==> src/rtl/bus_transfer_scheduler.sv <==
// bus_transfer_scheduler
//   Round-robin scheduler for register-to-register moves over a shared
//   tri-state bus. Each grant runs IDLE -> DRIVE -> LOAD -> ACK, driving the
//   active-low enablebar/loadbar strobes of the bus registers so that at most
//   one register drives the bus at any time. All outputs are registered.
//   Optional build macro BUS_XFER_CHECK_EN adds an err output and rejects
//   grants with src==dst or an out-of-range register index.
module bus_transfer_scheduler #(
    parameter int NREG = 8,
    parameter int NREQ = 4,
    parameter int SELW = 3,
    localparam int GW = (NREQ > 1) ? $clog2(NREQ) : 1
) (
    input  logic                 clk,
    input  logic                 rstn,
    input  logic [NREQ-1:0]      req,
    input  logic [NREQ*SELW-1:0] req_src,
    input  logic [NREQ*SELW-1:0] req_dst,
    output logic [NREQ-1:0]      ack,
    output logic [NREG-1:0]      enablebar,
    output logic [NREG-1:0]      loadbar,
    output logic                 busy,
`ifdef BUS_XFER_CHECK_EN
    output logic                 err,
`endif
    output logic [GW-1:0]        grant_id
);

    typedef enum logic [1:0] {
        S_IDLE,
        S_DRIVE,
        S_LOAD,
        S_ACK
    } state_t;

    state_t          state_q, state_d;
    logic [SELW-1:0] src_q, src_d;
    logic [SELW-1:0] dst_q, dst_d;
    logic [GW-1:0]   gid_q, gid_d;
    logic [GW-1:0]   rr_q, rr_d;
    logic [NREQ-1:0] ack_q, ack_d;
    logic [NREG-1:0] eb_q, eb_d;
    logic [NREG-1:0] lb_q, lb_d;
    logic            busy_q, busy_d;

    logic            found;
    logic [GW-1:0]   pick_id;
    logic [SELW-1:0] pick_src;
    logic [SELW-1:0] pick_dst;
    int unsigned     scan_idx;

`ifdef BUS_XFER_CHECK_EN
    logic            err_q, err_d;
    logic            pick_src_ok;
    logic            pick_dst_ok;
    logic            pick_bad;
`endif

    // Round-robin successor of a requester index, wrapping at NREQ.
    function automatic logic [GW-1:0] rr_after(input logic [GW-1:0] g);
        if (g == GW'(NREQ - 1)) return '0;
        return g + GW'(1);
    endfunction

    // Find the first requester at or after the rr pointer and its indices.
    always_comb begin
        found    = 1'b0;
        pick_id  = '0;
        pick_src = '0;
        pick_dst = '0;
        scan_idx = 0;
        for (int unsigned k = 0; k < NREQ; k++) begin
            scan_idx = (32'(rr_q) + k) % NREQ;
            if (!found && req[scan_idx]) begin
                found    = 1'b1;
                pick_id  = GW'(scan_idx);
                pick_src = req_src[scan_idx*SELW +: SELW];
                pick_dst = req_dst[scan_idx*SELW +: SELW];
            end
        end
    end

`ifdef BUS_XFER_CHECK_EN
    // Classify the candidate grant as illegal (self-move or unknown register).
    always_comb begin
        pick_src_ok = 1'b0;
        pick_dst_ok = 1'b0;
        for (int unsigned r = 0; r < NREG; r++) begin
            if (pick_src == SELW'(r)) pick_src_ok = 1'b1;
            if (pick_dst == SELW'(r)) pick_dst_ok = 1'b1;
        end
        pick_bad = (pick_src == pick_dst) || !pick_src_ok || !pick_dst_ok;
    end
`endif

    // Next state, latched transfer fields, ack pulse and rr pointer update.
    always_comb begin
        state_d = state_q;
        src_d   = src_q;
        dst_d   = dst_q;
        gid_d   = gid_q;
        rr_d    = rr_q;
        ack_d   = '0;
`ifdef BUS_XFER_CHECK_EN
        err_d   = 1'b0;
`endif
        case (state_q)
            S_IDLE: begin
                if (found) begin
                    gid_d   = pick_id;
                    src_d   = pick_src;
                    dst_d   = pick_dst;
                    state_d = S_DRIVE;
`ifdef BUS_XFER_CHECK_EN
                    if (pick_bad) begin
                        state_d        = S_ACK;
                        ack_d[pick_id] = 1'b1;
                        err_d          = 1'b1;
                        rr_d           = rr_after(pick_id);
                    end
`endif
                end
            end
            S_DRIVE: state_d = S_LOAD;
            S_LOAD: begin
                state_d      = S_ACK;
                ack_d[gid_q] = 1'b1;
                rr_d         = rr_after(gid_q);
            end
            S_ACK:   state_d = S_IDLE;
            default: state_d = S_IDLE;
        endcase
    end

    // Bus strobes are decoded from the state being entered so they register
    // in step with it; an index with no matching register drives nothing.
    always_comb begin
        eb_d = '1;
        lb_d = '1;
        for (int unsigned r = 0; r < NREG; r++) begin
            if ((state_d == S_DRIVE || state_d == S_LOAD) && src_d == SELW'(r))
                eb_d[r] = 1'b0;
            if (state_d == S_LOAD && dst_d == SELW'(r))
                lb_d[r] = 1'b0;
        end
        busy_d = (state_d != S_IDLE);
    end

    // State and registered outputs; reset releases the bus immediately.
    always_ff @(posedge clk or negedge rstn) begin
        if (!rstn) begin
            state_q <= S_IDLE;
            src_q   <= '0;
            dst_q   <= '0;
            gid_q   <= '0;
            rr_q    <= '0;
            ack_q   <= '0;
            eb_q    <= '1;
            lb_q    <= '1;
            busy_q  <= 1'b0;
`ifdef BUS_XFER_CHECK_EN
            err_q   <= 1'b0;
`endif
        end else begin
            state_q <= state_d;
            src_q   <= src_d;
            dst_q   <= dst_d;
            gid_q   <= gid_d;
            rr_q    <= rr_d;
            ack_q   <= ack_d;
            eb_q    <= eb_d;
            lb_q    <= lb_d;
            busy_q  <= busy_d;
`ifdef BUS_XFER_CHECK_EN
            err_q   <= err_d;
`endif
        end
    end

    assign ack       = ack_q;
    assign enablebar = eb_q;
    assign loadbar   = lb_q;
    assign busy      = busy_q;
    assign grant_id  = gid_q;
`ifdef BUS_XFER_CHECK_EN
    assign err       = err_q;
`endif

endmodule

==> config.mk <==
export PLATFORM = sky130hd
export DESIGN_NAME = bus_transfer_scheduler
export DESIGN_NICKNAME = d
export VERILOG_FILES = /design/src/rtl/bus_transfer_scheduler.sv
export SDC_FILE = /design/constraint.sdc
export NUM_CORES = 1
export LEC_CHECK = 0
export BUFFER_PORTS_ARGS = -buffer_cell sky130_fd_sc_hd__buf_4
export CORE_ASPECT_RATIO = 0.8
export CORE_MARGIN = 5
export CORE_UTILIZATION = 59
export DETAILED_ROUTE_END_ITERATION = 10
export PLACE_DENSITY = 0.86
export RECOVER_POWER = 50
export SKIP_CTS_REPAIR_TIMING = 1
export SYNTH_ARGS = -nofsm -noshare
export SYNTH_HDL_FRONTEND = slang
export SYNTH_SLANG_ARGS = --single-unit
==> constraint.sdc <==
create_clock -name clk -period 3.3 [get_ports clk]
set_clock_uncertainty 0.2 [all_clocks]
set_input_delay 0.495 -clock clk [delete_from_list [all_inputs] [get_ports clk]]
set_output_delay 0.495 -clock clk [all_outputs]
set_load 0.01 [all_outputs]
==> results.toml, run 1 <==
[global_routing]
grt-ovfl-total = 0
grt_pass1_vias = 2032
grt_usage_pct = 24.8
grt_pass1_wl_mm = 10.2
grt_max_degree = 34
grt_antenna_before_repair = 0

[pwr]
clkPwrFrac_pct = 15.1
p_leak_nw = 1.26
pwr-share-seq_pct = 27.8
power_density_nw_per_um2 = 886
p_int_w = 0.00149
switching_power_w = 0.00111
p_comb_share_pct = 57.2
netSwitchingFraction_pct = 42.6
ir_drop_uv = 656

[die]
fp.coreArea_sq_um = 3880
row_count = 20
io_pins = 53
die_w_um = 81.7
dieArea_sq_um = 5500
start_util_pct = 62.5
fp.dieH_um = 67.3

[synthesis]
synth.top_cell.area_share_pct = 17.6
ys.flop_type = "dfrtp_1"
synth_fp_nets = 284
ys_ff_latch = 33
syn_inst = 245
yosys_warnings = 0
synth_edf_count = 0
yosysTopAreaCell = "dfrtp_1"
ys_types = 60
syn_area_per_cell_sq_um = 9.89
yosysSeqAreaShare_pct = 34.9
synth.area.top_cells = "dfrtp_1, dfstp_2, mux2i_1, ha_1, mux2_2"
ys_async_sr_fraction_pct = 100
synth_area_sq_um = 2420

[cts]
clkTransAtPathRegs_ns = 0.07
tritoncts = "done"
cts.path.max_buffers = 2
cts_inserted_buffers = 5
ctsHtreeMaxLevel = 2
cts.sink_count = 33
root_buffer = "clkbuf_8"
clk_latency_ns = 0.28

[drt]
wl_mm = 6.25
via_per_inst = 6.03
first_pass_iters = 5
drt.antenna.violating_nets = 0
num_vias = 2109
avgRoutedWirePerCell_um = 17.9
drc_errors = 0
detail_route.iter0.violations = 145

[placement]
gp_congestion = 0.924
pre_cts_slack_ns = 0.520
portBuffers = 52
dp_hpwl_mm = 4.63
dp.cells = 341

[sta]
fin_crit_sh_pct = 85.1
setup_viol = 0
fin_tns_setup_ns = 0
period_minus_slack_ns = 2.81
slew_headroom_pct = -9.84
tightest_slew_ns = 1.65
rsz0062_at_grt = "no"
fin_ws_ns = 0.492
max_freq_mhz = 356
slew_violations = 34
hold_viol = 0

[setup_path]
crit_buf_inv = 1
crit_chain = "buf_4 > or4b_1 > a21boi_1 > or2_4 > and4bb_1 > nand3b_1 > or3_1"
crit_family = "simple AND/OR/NAND/NOR gates"
critical_path_class = "register to register"
endpoint_kind = "register"
crit_arrival_ns = 2.82
cp.required_ns = 3.31
cp-start-kind = "register"
cp_max_fo = 15
critPathMaxStageDelay_ns = 0.56
cp_slowest_cell = "dfrtp_1"

[min_path]
hold_path.class = "register to register"

[layout]
drive_above_1_share_pct = 33.9
nets = 333
synthToLayoutAreaGrowth_pct = 21.0
instances_no_fill = 350
num_antenna_cells = 0

[outcome]
violations = "capacitance limit, slew limit"
status = "finished, violations left"

[run]
maxCapViolations = 1
through the flow:
step | total power, W | instance area (sq um) | hold slack [ns] | util (%)
after CTS | 0.00260 | 2950 | -0.0591 | 75.9
after floorplan | 0.00178 | 2420 | -0.000591 | -
after global routing | 0.00280 | 2930 | 0.415 | 75.6
final | 0.00260 | 2930 | 0.390 | 75.6
after global placement | 0.00216 | 2820 | 0.243 | 72.7
after detailed placement | 0.00219 | 2820 | 0.247 | 72.7
power by group through the flow:
stage,combinational (W),sequential (W),clock (W)
finish,0.00149,0.000722,0.000392
detailed placement,0.00147,0.000724,0
global route,0.00164,0.000744,0.000420
CTS,0.00149,0.000721,0.000394
global placement,0.00144,0.000716,0
floorplan,0.00109,0.000689,0
cells by family (layout without fill, tap and decap cells):
| group | Yosys count | count (layout) | share of synthesized area [%] |
|---|---|---|---|
| multiplexers | 37 | 37 | 17.3 |
| flip-flops | 33 | 33 | 34.9 |
| buffers and inverters | 25 | 75 | 5.68 |
| AND/OR/NAND/NOR | 88 | 88 | 21.0 |
| adder cells (fa/ha/maj) | 9 | 9 | 4.65 |
| AO/OA/AOI/OAI | 53 | 53 | 16.4 |
layer usage:
| layer | track usage [%] | wire, um |
|---|---|---|
| met2 | 39.3 | 2900 |
| met1 | 33.9 | 2750 |
| met5 | 0 | 0 |
| met4 | 6.64 | 85 |
| met3 | 6.27 | 520 |
cells in the mapped netlist (3+ instances only):
cell type   n
a21oi_1     7
a31oi_1     3
and2_1      6
and3_1      4
and3b_1     3
buf_2       8
buf_4       5
dfrtp_1    17
dfstp_2    16
ha_1        9
inv_1       7
mux2_2     10
mux2i_1    24
mux4_2      3
nand2_1    19
nand2b_1    3
nand3_1     9
nand3b_1    6
nor2_1     14
nor2b_1     4
o211ai_1    3
o21ai_0    12
cells in the final DEF (no fill, tap or decap), types with 3 or more instances in the layout:
cell type  count
nor2_1        14
o211ai_1       3
and3_1         4
nand2_1       19
o21ai_0       12
and2_0         4
and3b_1        3
nand3b_1       6
dfrtp_1       16
nor2b_1        4
dfstp_2       16
ha_1           9
clkbuf_8       5
a31oi_1        3
nand2b_1       3
mux2_2        10
inv_1          7
a21oi_1        7
mux2i_1       24
buf_4         52
clkbuf_1       6
and2_1         3
nand3_1        9
mux4_2         3
worst min-delay path, delay by kind of cell, from the launching register on:
| kind | cells | cell delay (ns) |
|---|---|---|
| flops | 1 | 0.36 |
| simple gates | 1 | 0.09 |
| compound gates | 1 | 0.08 |
state kept, by name, summed over array words and instances (netlist names):
name	count
dst_q	3
busy	1
enablebar	8
rr_q	2
grant_id	2
state_q	2
ack	4
src_q	3
loadbar	8
path summary, 6_finish.rpt:
path	cells after the start	end	start	slack (ns)
worst min register to register	2	src_q[1]	src_q[1]	0.39
min in group asynchronous	2	dst_q[0]	rstn	1.00
worst max register to register	7	loadbar[2]	rr_q[0]	0.49
worst max-delay path	7	loadbar[2]	rr_q[0]	0.49
worst min-delay path	2	src_q[1]	src_q[1]	0.39
max in group asynchronous	2	rr_q[1]	rstn	0.83
final cells by class:
type | count | area (sq um)
Tap cell | 55 | 68.8
Clock inverter | 1 | 5.00
Timing Repair Buffer | 59 | 423
Inverter | 8 | 30.0
Clock buffer | 7 | 119
Sequential cell | 33 | 847
Multi-Input combinational cell | 187 | 1440
Fill cell | 297 | 946
Power figures use the tool's default switching activity.
==> run 2: changes to the inputs <==
- CAP_MARGIN: default -> 20
- HOLD_SLACK_MARGIN: default -> 0.06
- RECOVER_POWER: 50 -> 100
==> run 2 against run 1 <==
The run still ends with capacitance limit, slew limit left. Clock-buffer cell count stayed put. Die area stayed put. Largest power group unchanged. Clock power hardly changed. Combinational power is 5% lower. Critical path type unchanged. Register-to-register slack worse by 0.13 ns. First-iteration DRC count is 10% higher.
==> results.toml, run 2 (synthesis results as in run 1) <==
[outcome]
status = "finished, violations left"
violations = "capacitance limit, slew limit"

[global_routing]
grt_util_met1_pct = 33.9
grt_max_degree = 34
met2_usage_pct = 39.3
busiest_layer = "met2"
grt_antenna_before_repair = 0
grt-ovfl-total = 0
grt_pass1_wl_mm = 10.2
met3_usage_pct = 6.27
grt_usage_pct = 24.8
grt_pass1_vias = 2032

[placement]
gp_congestion = 0.924
dp_hpwl_mm = 4.63
portBuffers = 52
dp.cells = 341

[pwr]
pwr-share-seq_pct = 28.5
ir_drop_uv = 658
p_int_w = 0.00143
clkPwrFrac_pct = 15.4
netSwitchingFraction_pct = 43.6
switching_power_w = 0.00111
p_leak_nw = 1.20
p_comb_share_pct = 56.1
power_density_nw_per_um2 = 889

[layout]
final_cell_mix = "buf_4, clkbuf_1, mux2i_1"
mostFrequentLayoutCell = "buf_4"
nets = 333
instances_no_fill = 350
drive_above_1_share_pct = 27.1
fillers = 322
num_antenna_cells = 0
synthToLayoutAreaGrowth_pct = 17.8

[setup_path]
critical_path_class = "register to register"
endpoint_kind = "register"
cp-start-kind = "register"
cp.required_ns = 3.31
cp_max_fo = 15
crit_arrival_ns = 2.95

[cts]
root_buffer = "clkbuf_8"
clkTransAtPathRegs_ns = 0.07
clk_latency_ns = 0.28
ctsHtreeMaxLevel = 2
cts.path.max_buffers = 2
tritoncts = "done"
cts_inserted_buffers = 5
cts.sink_count = 33

[drt]
detail_route.iter0.violations = 160
avgRoutedWirePerCell_um = 18.0
first_pass_iters = 5
drt.antenna.violating_nets = 0
wl_mm = 6.30
via_per_inst = 6.13
num_vias = 2147
drc_errors = 0

[sta]
setup_viol = 0
slew_headroom_pct = -11.0
hold_ws_ns = 0.392
fin_tns_setup_ns = 0
hold_viol = 0
period_minus_slack_ns = 2.94
tightest_slew_ns = 1.67
fin_crit_sh_pct = 89.1
max_freq_mhz = 340
rsz0062_at_grt = "no"
slew_violations = 34

[die]
io_pins = 53
fp.coreArea_sq_um = 3880
die_w_um = 81.7
row_count = 20
fp.dieH_um = 67.3
start_util_pct = 62.5
dieArea_sq_um = 5500

[min_path]
hold_path.class = "register to register"

[run]
maxCapViolations = 1
==> run 2: cell types whose count changed in the layout (fill, tap and decap cells not counted) <==
cell,change
clkbuf_1,+19
buf_4,-19
a41oi_1,+1
a41oi_2,-1
and2_0,+1
and2_1,-1
==> run 2: power by group through the flow <==
stage                     registers (W)  clock network, W  logic [W]
after global routing           0.000741          0.000420    0.00158
after CTS                      0.000721          0.000394    0.00149
after detailed placement       0.000724                 0    0.00147
after global placement         0.000716                 0    0.00144
after floorplan                0.000689                 0    0.00109
final                          0.000723          0.000391    0.00142
==> run 2: final timing paths <==
path                       startpoint           end  slack (ns)  depth (start not counted)
max in group asynchronous        rstn       rr_q[1]        0.81                          2
min in group asynchronous        rstn      dst_q[0]        1.00                          2
hold / removal               src_q[1]      src_q[1]        0.39                          2
setup reg to reg              rr_q[0]  enablebar[5]        0.36                          7
setup / recovery              rr_q[0]  enablebar[5]        0.36                          7
hold reg to reg              src_q[1]      src_q[1]        0.39                          2
==> run 2: critical path: stages, from the launching register on <==
cell and delay [ns]:
dfrtp_1 0.67, clkbuf_1 0.39, or4bb_1 0.45, a21oi_2 0.29
o221ai_1 0.20, a41oi_1 0.30, and2_0 0.28, nand2_1 0.09
==> run 2: per-layer routing <==
layer  vias up  share of wire (%)
met3         9                9.8
met1      1022                 42
li1       1003                  -
met2       113                 47
met5         -                  0
met4         0                1.0
==> run 2: cell type report <==
class / instances / area (sq um) / share of cell area [%]
multi-input cells: 187 / 1430 / 50.2
well taps: 55 / 68.8 / 2.41
clock buffers: 7 / 119 / 4.16
clock inverters: 1 / 5.00 / 0.175
flip-flops and latches: 33 / 847 / 29.7
inverters: 8 / 30.0 / 1.05
repair buffers: 59 / 352 / 12.3
==> run 2: metrics by stage <==
| stage | total power, W | utilization [%] | setup slack [ns] | cell area (sq um) |
|---|---|---|---|---|
| 4_1_cts | 0.00260 | 75.9 | 0.501 | 2950 |
| 6_report | 0.00254 | 73.6 | 0.358 | 2850 |
| 5_1_grt | 0.00274 | 73.6 | 0.140 | 2850 |
| 3_3_place_gp | 0.00216 | 72.7 | 0.582 | 2820 |
| 3_5_place_dp | 0.00219 | 72.7 | 0.520 | 2820 |
| 2_1_floorplan | 0.00178 | - | 0.939 | 2420 |
